File: src/rtl/ase_hssi_pkt_gen_pkg.sv
// Shared types and helpers for the AFU-side HSSI packet generator.
//   t_pkt_gen_state : generator FSM states
//   t_hssi_pkt_hdr  : low 64 bits of a header beat {seq, len, magic}
//   next_lfsr()     : one step of the payload Galois LFSR
package ase_hssi_pkt_gen_pkg;

    typedef enum logic [2:0] {
        ST_IDLE,
        ST_HDR,
        ST_PAY,
        ST_GAP,
        ST_DONE
    } t_pkt_gen_state;

    typedef struct packed {
        logic [31:0] seq;
        logic [15:0] len;
        logic [15:0] magic;
    } t_hssi_pkt_hdr;

    localparam logic [15:0] HSSI_PKT_MAGIC     = 16'hA5E5;
    localparam logic [31:0] HSSI_PKT_LFSR_POLY = 32'h8020_0003;

    // Right-shifting Galois form: the bit shifted out selects the feedback.
    function automatic logic [31:0] next_lfsr(input logic [31:0] s);
        return s[0] ? ((s >> 1) ^ HSSI_PKT_LFSR_POLY) : (s >> 1);
    endfunction

endpackage

File: src/rtl/hssi_pkt_lfsr.sv
// 32-bit payload LFSR for the HSSI packet generator.
// Ports:
//   clk, reset : clock, synchronous active-high reset
//   load, seed : load seed (zero seed is replaced by 1, the all-zero state locks up)
//   adv        : advance one step (load wins when both are set)
//   state      : current LFSR value
module hssi_pkt_lfsr
    import ase_hssi_pkt_gen_pkg::*;
(
    input  logic        clk,
    input  logic        reset,
    input  logic        load,
    input  logic [31:0] seed,
    input  logic        adv,
    output logic [31:0] state
);

    always_ff @(posedge clk) begin
        if (reset) begin
            state <= 32'h1;
        end else if (load) begin
            state <= (seed == 32'h0) ? 32'h1 : seed;
        end else if (adv) begin
            state <= next_lfsr(state);
        end
    end

endmodule

File: src/rtl/ase_hssi_afu_pkt_gen.sv
// AFU-side HSSI traffic source. Sends pkt_count framed packets (header beat followed by
// LFSR payload beats) on an AXI-S TX interface, honouring tready back-pressure.
// Ports:
//   clk, reset            : clock, synchronous active-high reset
//   start                 : pulse, begins a run (only looked at in IDLE)
//   pkt_count, pkt_len_bytes, seed : run configuration, captured at start
//   busy, done            : run in progress / one-cycle end-of-run pulse
//   tx_*                  : AXI-S master (tuser is always zero)
//   pkts_sent, beats_sent : accepted packets / beats in the current or last run
//   pause                 : only with HSSI_PKT_GEN_PAUSE_EN defined; holds off the next header
// Build option: define HSSI_PKT_GEN_PAUSE_EN to add the pause input.
//
// state   | meaning
// IDLE    | waiting for start
// HDR     | header beat pending (tvalid may be held low by pause)
// PAY     | payload beats of the current packet
// GAP     | inter-packet idle cycles
// DONE    | end of run, done pulse
module ase_hssi_afu_pkt_gen
    import ase_hssi_pkt_gen_pkg::*;
#(
    parameter int TDATA_WIDTH   = 64,
    parameter int TKEEP_WIDTH   = TDATA_WIDTH / 8,
    parameter int TUSER_WIDTH   = 1,
    parameter int MAX_LEN_BYTES = 9600,
    parameter int IPG_CYCLES    = 0
) (
    input  logic                   clk,
    input  logic                   reset,
    input  logic                   start,
    input  logic [31:0]            pkt_count,
    input  logic [15:0]            pkt_len_bytes,
    input  logic [31:0]            seed,
    output logic                   busy,
    output logic                   done,
    output logic                   tx_tvalid,
    input  logic                   tx_tready,
    output logic [TDATA_WIDTH-1:0] tx_tdata,
    output logic [TKEEP_WIDTH-1:0] tx_tkeep,
    output logic                   tx_tlast,
    output logic [TUSER_WIDTH-1:0] tx_tuser,
    output logic [31:0]            pkts_sent,
    output logic [31:0]            beats_sent
`ifdef HSSI_PKT_GEN_PAUSE_EN
    ,
    input  logic                   pause
`endif
);

    localparam int REPS = TDATA_WIDTH / 32;

    t_pkt_gen_state state;
    logic [31:0]    cfg_count;
    logic [15:0]    cfg_len;
    logic [15:0]    cfg_beats;
    logic [15:0]    beat_idx;
    logic [31:0]    seq;
    logic [15:0]    gap_cnt;
    logic [31:0]    lfsr_q;
    logic           pause_i;

`ifdef HSSI_PKT_GEN_PAUSE_EN
    assign pause_i = pause;
`else
    assign pause_i = 1'b0;
`endif

    assign tx_tuser = '0;

    logic accept;
    logic run_start;
    assign accept    = tx_tvalid && tx_tready;
    assign run_start = (state == ST_IDLE) && start;

    hssi_pkt_lfsr u_lfsr (
        .clk   (clk),
        .reset (reset),
        .load  (run_start),
        .seed  (seed),
        .adv   (accept),
        .state (lfsr_q)
    );

    // The output beat is a register, so the beat that will be presented after this edge
    // is built from the post-edge values of the sequencing state.
    logic [15:0]            start_len;
    logic [15:0]            start_beats;
    logic [16:0]            len_round;
    logic [15:0]            nxt_len;
    logic [15:0]            nxt_beats;
    logic [15:0]            nxt_beat;
    logic [31:0]            nxt_seq;
    logic [31:0]            nxt_lfsr;
    logic [15:0]            len_rem;
    logic [TKEEP_WIDTH-1:0] last_keep;
    logic [TDATA_WIDTH-1:0] beat_data;
    logic [TKEEP_WIDTH-1:0] beat_keep;
    logic                   beat_last;
    logic                   load_beat;
    t_hssi_pkt_hdr          hdr;

    always_comb begin
        if (pkt_len_bytes < 16'(TKEEP_WIDTH)) begin
            start_len = 16'(TKEEP_WIDTH);
        end else if (pkt_len_bytes > 16'(MAX_LEN_BYTES)) begin
            start_len = 16'(MAX_LEN_BYTES);
        end else begin
            start_len = pkt_len_bytes;
        end
        len_round   = {1'b0, start_len} + 17'(TKEEP_WIDTH - 1);
        start_beats = 16'(len_round / 17'(TKEEP_WIDTH));

        nxt_len   = run_start ? start_len : cfg_len;
        nxt_beats = run_start ? start_beats : cfg_beats;
        if (run_start) begin
            nxt_beat = 16'h0;
            nxt_seq  = 32'h0;
            nxt_lfsr = (seed == 32'h0) ? 32'h1 : seed;
        end else begin
            nxt_beat = accept ? (tx_tlast ? 16'h0 : beat_idx + 16'h1) : beat_idx;
            nxt_seq  = (accept && tx_tlast) ? seq + 32'h1 : seq;
            nxt_lfsr = accept ? next_lfsr(lfsr_q) : lfsr_q;
        end

        len_rem = nxt_len % 16'(TKEEP_WIDTH);
        for (int i = 0; i < TKEEP_WIDTH; i++) begin
            last_keep[i] = (len_rem == 16'h0) || (16'(i) < len_rem);
        end
        beat_last = (nxt_beat == nxt_beats - 16'h1);
        beat_keep = beat_last ? last_keep : '1;

        hdr.seq   = nxt_seq;
        hdr.len   = nxt_len;
        hdr.magic = HSSI_PKT_MAGIC;
        beat_data = {REPS{nxt_lfsr}};
        if (nxt_beat == 16'h0) begin
            beat_data[63:0] = hdr;
        end

        // Reloading only when nothing is offered or the beat was taken keeps the
        // presented beat frozen across tready stalls.
        load_beat = run_start ||
                    (((state == ST_HDR) || (state == ST_PAY) || (state == ST_GAP)) &&
                     (!tx_tvalid || accept));
    end

    always_ff @(posedge clk) begin
        if (reset) begin
            state      <= ST_IDLE;
            busy       <= 1'b0;
            done       <= 1'b0;
            tx_tvalid  <= 1'b0;
            tx_tdata   <= '0;
            tx_tkeep   <= '0;
            tx_tlast   <= 1'b0;
            pkts_sent  <= '0;
            beats_sent <= '0;
            cfg_count  <= '0;
            cfg_len    <= '0;
            cfg_beats  <= '0;
            beat_idx   <= '0;
            seq        <= '0;
            gap_cnt    <= '0;
        end else begin
            done <= 1'b0;
            if (load_beat) begin
                tx_tdata <= beat_data;
                tx_tkeep <= beat_keep;
                tx_tlast <= beat_last;
            end
            unique case (state)
                ST_IDLE: begin
                    if (start) begin
                        cfg_count  <= pkt_count;
                        cfg_len    <= start_len;
                        cfg_beats  <= start_beats;
                        beat_idx   <= '0;
                        seq        <= '0;
                        pkts_sent  <= '0;
                        beats_sent <= '0;
                        busy       <= 1'b1;
                        if (pkt_count == 32'h0) begin
                            state <= ST_DONE;
                            done  <= 1'b1;
                        end else begin
                            state     <= ST_HDR;
                            tx_tvalid <= !pause_i;
                        end
                    end
                end
                ST_HDR, ST_PAY: begin
                    if (!tx_tvalid) begin
                        if (!pause_i) begin
                            tx_tvalid <= 1'b1;
                        end
                    end else if (accept) begin
                        beats_sent <= beats_sent + 32'h1;
                        beat_idx   <= nxt_beat;
                        seq        <= nxt_seq;
                        if (!tx_tlast) begin
                            state <= ST_PAY;
                        end else begin
                            pkts_sent <= pkts_sent + 32'h1;
                            if (pkts_sent + 32'h1 == cfg_count) begin
                                state     <= ST_DONE;
                                done      <= 1'b1;
                                tx_tvalid <= 1'b0;
                            end else if (IPG_CYCLES == 0) begin
                                state     <= ST_HDR;
                                tx_tvalid <= !pause_i;
                            end else begin
                                state     <= ST_GAP;
                                tx_tvalid <= 1'b0;
                                gap_cnt   <= 16'(IPG_CYCLES - 1);
                            end
                        end
                    end
                end
                ST_GAP: begin
                    if (gap_cnt == 16'h0) begin
                        state     <= ST_HDR;
                        tx_tvalid <= !pause_i;
                    end else begin
                        gap_cnt <= gap_cnt - 16'h1;
                    end
                end
                ST_DONE: begin
                    state <= ST_IDLE;
                    busy  <= 1'b0;
                end
                default: state <= ST_IDLE;
            endcase
        end
    end

endmodule

File: config.mk
export PLATFORM = sky130hd
export DESIGN_NAME = ase_hssi_afu_pkt_gen
export DESIGN_NICKNAME = d
export VERILOG_FILES = /design/src/rtl/ase_hssi_pkt_gen_pkg.sv /design/src/rtl/hssi_pkt_lfsr.sv /design/src/rtl/ase_hssi_afu_pkt_gen.sv
export SDC_FILE = /design/constraint.sdc
export NUM_CORES = 1
export LEC_CHECK = 0
export ABC_AREA = 1
export CAP_MARGIN = 15
export CELL_PAD_IN_SITES_DETAIL_PLACEMENT = 2
export CELL_PAD_IN_SITES_GLOBAL_PLACEMENT = 2
export CORE_MARGIN = 2
export CORE_UTILIZATION = 27
export CTS_CLUSTER_DIAMETER = 40
export DETAILED_ROUTE_END_ITERATION = 10
export PLACE_DENSITY_LB_ADDON = 0.1
export SETUP_SLACK_MARGIN = 0.5
export SYNTH_ARGS = -nofsm -noshare
export SYNTH_HDL_FRONTEND = slang
export SYNTH_SLANG_ARGS = --single-unit
File: constraint.sdc
create_clock -name clk -period 2.8 [get_ports clk]
set_input_delay 0.28 -clock clk [delete_from_list [all_inputs] [get_ports clk]]
set_output_delay 0.28 -clock clk [all_outputs]
set_load 0.1 [all_outputs]
After elaboration in Yosys (flattened, before gate mapping) --
Index checks and enable logic that the tools add are counted.
Word-level totals: bits in registers 301, input port bits 84, output and inout bits 141, word-level logic and storage cells 136
Cells by class: add/sub/neg operators 7, order comparisons 10, eq/ne operators 12, mux-type cells 55, bitwise operators 2, reductions and logical operators 34
Operators by type and width (number):
- $mux 32 | 14
- $pmux 32 s2 | 3
- $mux 16 | 9
- $add 32x1->32 const B | 3
- $logic_not 32->1 | 2
- $mux 64 | 1
- $logic_not 16->1 | 3
- $eq 32x32->1 | 1
- $pmux 16 s2 | 1
- $mux 3 | 7
- $add 16x3->17 const B | 1
- $add 16x1->16 const B | 1
- $eq 16x16->1 | 1
- $gt 16x14->1 const B | 1
- $lt 16x4->1 const B | 1
- $sub 16x1->16 const B | 1
- $sub 14x1->15 const B | 1
- $mux 1 | 14
- $mux 14 | 1
- $logic_or 1x1->1 | 12
- $lt 3x3->1 const A | 4
- $reduce_and 4->1 | 3
- $ne 2x2->1 const B | 5
- $pmux 3 s3 | 1
- 19 further kinds | 29

Logic depth before layout (Yosys ltp) --
depth after elaboration 8, depth in mapped cells 30, depth with buffers taken out 29

By module --
A second synthesis with hierarchy kept.
Unflattened totals: cells, all modules 2583, area total of the unflattened synthesis 16809.9 sq um
By module, submodules not included:
- ase_hssi_afu_pkt_gen | times used 1, cells each 2364, area an instance 15234.6 sq um, seq. area each 5385.2 sq um
- hssi_pkt_lfsr | times used 1, cells each 219, area an instance 1575.3 sq um, seq. area each 640.6 sq um

Worst setup path after synthesis --
Ideal clock, no wire load.
path kind reg-to-reg, start register tx_tvalid, end register beats_sent[26], library setup time 0.123 ns, data arrival time 3.419 ns, data required time 2.677 ns, slack -0.742 ns, stages on the path, launching flop included 21, path buffers 1, period minus slack after synthesis 3.542 ns, cell sequence dfxtp_1 nand2_1 buf_6 nor2_4 nor2_2 nor3_2 nand2_1 nor2_1 nand3_1 nor2_1 nand2_1 nor2_2 nand2_1 nor2_1 nand3_1 nor2_2 nand2_1 nor2_2 nand3_1 o21ai_1 a21oi_1
Between the ends: word-level cells in the longest chain between the ends 3, elaborated cells on any way between the ends 4, those cells by class 2 x eq/ne; 2 x reduce/logical
Ends and longest elaborated chain:
- start, declared | line ase_hssi_afu_pkt_gen.sv:36 | output logic tx_tvalid,
- start signal, assigned | line ase_hssi_afu_pkt_gen.sv:187 | tx_tvalid <= !pause_i;
- start signal, assigned | line ase_hssi_afu_pkt_gen.sv:210 | tx_tvalid <= !pause_i;
- start signal, assigned | line ase_hssi_afu_pkt_gen.sv:222 | tx_tvalid <= !pause_i;
- $logic_and 1x1->1 | line ase_hssi_afu_pkt_gen.sv:72 | assign accept = tx_tvalid && tx_tready;
- $ne 2x2->1 (no source line)
- $reduce_and 4->1 (no source line) *
- end signal, assigned | line ase_hssi_afu_pkt_gen.sv:197 | beats_sent <= beats_sent + 32'h1;
- end, declared | line ase_hssi_afu_pkt_gen.sv:43 | output logic [31:0] beats_sent
Mark *: on every way between the ends. The rest lies on a longest branch, timed or not. A chain may end at the register's enable or synchronous reset.

Worst setup path after layout --
start register state[1], end register beats_sent[23]
Between the ends: word-level cells in the longest chain between the ends 4, elaborated cells on any way between the ends 10, those cells by class 5 x eq/ne; 1 x mux; 4 x reduce/logical
Ends and longest elaborated chain:
- start, declared | line ase_hssi_afu_pkt_gen.sv:52 | t_pkt_gen_state state;
- start signal, assigned | line ase_hssi_afu_pkt_gen.sv:149 | state <= ST_IDLE;
- start signal, assigned | line ase_hssi_afu_pkt_gen.sv:183 | state <= ST_DONE;
- start signal, assigned | line ase_hssi_afu_pkt_gen.sv:186 | state <= ST_HDR;
- $eq 3x1->1 / $eq 3x2->1 (equally long branches) | line ase_hssi_afu_pkt_gen.sv:171 | unique case (state)
- $reduce_or 2->1 | line ase_hssi_afu_pkt_gen.sv:171
- $ne 2x2->1 (no source line) / $reduce_bool 2->1 (equally long branches)
- $reduce_and 4->1 (no source line)
Several ways; a longest one is shown, not always the timed one.

==> summary.txt <==
Ports: 225
Post-route cell area: 28400 µm²
Global-route wire length before repair: 126000 µm
Nets: 3271
Post-route non-filler standard cell count: 4028
Worst Path Max Fanout: 4
Count of input and output buffers: 223
Critical-path cell list: nor2_4 -> nand2_4 -> nor2_8 -> buf_12 -> nor2_4 -> buf_6 -> buf_6 -> nor3_4 -> nand4_1 -> nor2_2 -> nand4_1 -> buf_4 -> nor3_4 -> nand3_2 -> nor2_2 -> nand2_1 -> inv_2 -> nand3_4 -> buf_4 -> nor3_4 -> nor3_2
Antenna violations before repair: 4
Die ar.: 62700 µm²
Die Y: 250 µm
Main flop type after synthesis: dfxtp_1
Clk sinks: 301
Routability Congestion: 0.861
CORE AREA: 60200 µm²
RSZ-0062 raised after global routing: yes
Compound-gate portion of the synthesized area: 0.153
Vias in the first global route: 22100
Synth Area in XOR/XNOR: 0.0297
Setup Viol. Count Final: 103
Max Root-Sink Buffers: 3
Pwr Density: 935 nW/µm²
Count leader, synth: nand2_1
Vias after detailed routing: 20600
Actual slew at the worst max-slew pin: 0.800 ns
Initial DRC count: 1189
Synth Area per Inst: 6.48 µm²
Period utilization: 1.17
Per-cell routed wire length: 24.2 µm
Hold Worst Slack: 0.314 ns
Async S/R FF share, synth: 0
Largest stage delay on the critical path: 0.33 ns
Post-synthesis sequential area ratio: 0.367
Worst slack, placed: -0.976 ns
YS warnings: 0
Synth Area in Simple Gates: 0.334
Root buffer cell: clkbuf_16
Crit. End Element: flip-flop
Setup Crit Path Kind: reg -> reg
Final Skew: 0.0281 ns
Number of vias per cell: 5.12
Placed Cells: 3733
Final hold vios: 0
Inserted Clock Buffers: 75
GRT Residual Overflow: 0
Critical Path RT: 3.31 ns
Area after DPL: 21500 µm²
Dpl hpwl: 55300 µm
Initial Util: 0.272
Share of cells above drive strength 1: 0.397
Final core utilization: 0.471
Clock latency at the later pin of the worst-skew pair: 0.63 ns
Drt drc: 0
Post-synthesis mux area share: 0
Area contributors post-synth: dfxtp_1, nand2_1, inv_1
Slew Limit Fails: 0
Maxcap violations: 0
Yosys cell types: 55
Pleak: 12.4 nW
Max Freq: 305 MHz
Chip width: 250 µm
Post-synth EDFFs: 0
Worst vdd ir: 0.550 mV
Rel. slew slack: 0.467
CP dominant cell by count: nor3_4
Num rows: 90
Main combinational cell family by area after synthesis: simple AND/OR/NAND/NOR gates
Worst setup margin: -0.474 ns
Worst setup SP type: flip-flop
Cells after Synth: 2529
Reg clk slew, reported paths: 0.05 ns
Syn nets: 2619
Violated checks: setup timing
Status: finished, violations left
Synth Area in Adders: 0.00458
Slowest CP cell: dfxtp_2
GRT Overall Usage: 0.256
Yosys top cell by area: dfxtp_1
H-Tree Depth: 3
Drt pass-1 iters: 5
Hold Path Class: in -> reg
Antenna Nets Post-Route: 0
Synth top area share: 0.367
Minimum clock period after layout: 3.27 ns
Area growth syn-to-layout: 73.2%
TritonCTS clock tree: yes
Arr. time, crit path: 3.78 ns
Post-Route WL: 97500 µm
Synthesis-stage register bit count: 301
Most frequent cells after synthesis: nand2_1, inv_1, dfxtp_1, nor2_1, a21oi_1
Syn Std Cell Area: 16400 µm²
Largest net degree at the start of global routing: 112
## worst paths after layout
kind	endpoint	from	cells after the start	slack, ns
worst min register to register	beat_idx[6]	beat_idx[6]	2	0.47
worst max register to register	beats_sent[23]	state[1]	21	-0.47
worst min-delay path	cfg_count[29]	pkt_count[29]	3	0.31
worst max-delay path	beats_sent[23]	state[1]	21	-0.47
## critical path, delay by kind of cell (launching register included)
kind                   cells  cell delay, ns
DFF                        1            0.33
buffers and inverters      6            0.85
and+or+nand+nor           15            1.97
## metrics by stage
| step | TNS [ns] | total power [mW] |
|---|---|---|
| 6_report | -30.11 | 26.5 |
| 5_1_grt | -46.93 | 27.5 |
| 4_1_cts | -21.37 | 24.1 |
| 2_1_floorplan | -0.207 | 10.5 |
| 3_5_place_dp | -74.19 | 13.9 |
| 3_3_place_gp | -58.54 | 13.7 |
## metal layers
metal / routed length [µm] / global-route usage
met5: 14 / 0
met2: 50000 / 0.461
met4: 4030 / 0.0910
met3: 4240 / 0.0419
met1: 39100 / 0.305
## power by group
part / internal, mW / switching, mW
sequential: 4.84 / 0.386
clock: 6.17 / 3.19
combinational: 4.06 / 7.90
total: 15.1 / 11.5
## cell type report
type / count / area [µm²]
timing repair buffer: 675 / 5990
timing repair inverter: 1 / 11.3
multi-input combinational: 1760 / 11200
fill: 6632 / 31800
inverter: 367 / 1430
clock buffer: 96 / 2060
sequential: 301 / 6100
clock inverter: 44 / 603
tap: 782 / 978
antenna: 2 / 5.00
## placed cells by master (no fill, tap or decap), types with 14 or more instances in the layout
cell type        Yosys  layout
clkbuf_16            0      82
a31oi_1             37      22
xor2_1              48      34
nor2_4               6      49
a21oi_2              2      55
a21oi_1            216     147
buf_4                4     485
buf_12               1      15
dfxtp_2              0      29
nand3_4              0      17
nand4_1             58      58
nand3_1            103      60
xor2_2               0      14
nor2_1             273     209
nand2_1            628     520
inv_2               15      35
o21ai_2              3      34
o21ai_1              2      16
clkdlybuf4s50_1      0      67
a21oi_4              0      16
nor3_1              53      30
nand2_4              2      42
o21ai_0            142      94
o211ai_1            30      30
buf_6                3      78
nor3_4               1      19
dfxtp_1            301     262
nand3_2              9      35
nand2_2             14      77
inv_1              351     321
nor2_2              18      39
nor4_1              28      20
a31oi_4              0      15
## sequential cells by signal, indices dropped and copies added, names as in the netlist
name and cells:
beat_idx 16, beats_sent 32, busy 1, cfg_beats 14
cfg_count 32, cfg_len 16, done 1, gap_cnt 16
pkts_sent 32, seq 32, state 3, tx_tdata 64
tx_tkeep 8, tx_tlast 1, tx_tvalid 1, u_lfsr.state 32
## cells by family (layout without fill, tap and decap cells)
kind of cell    after synthesis  in the layout
simple gates               1239           1240
buf+inv                     469           1183
compound gates              459            459
flops                       301            301
xor+xnor                     54             54
fa+ha+maj                     6              6
other cells                   1              3
## what timing repair did
item | in CTS | in global routing
setup buffers | 77 | 64
endpoints found under the setup margin | 154 | 169
pin swaps | 103 | 187
gates resized for setup | 295 | 437
hold buffers | 1 | 0
gates cloned | 4 | 7
endpoints found under the hold margin | 14 | 0
No activity file was read; power rests on OpenSTA's default activity.
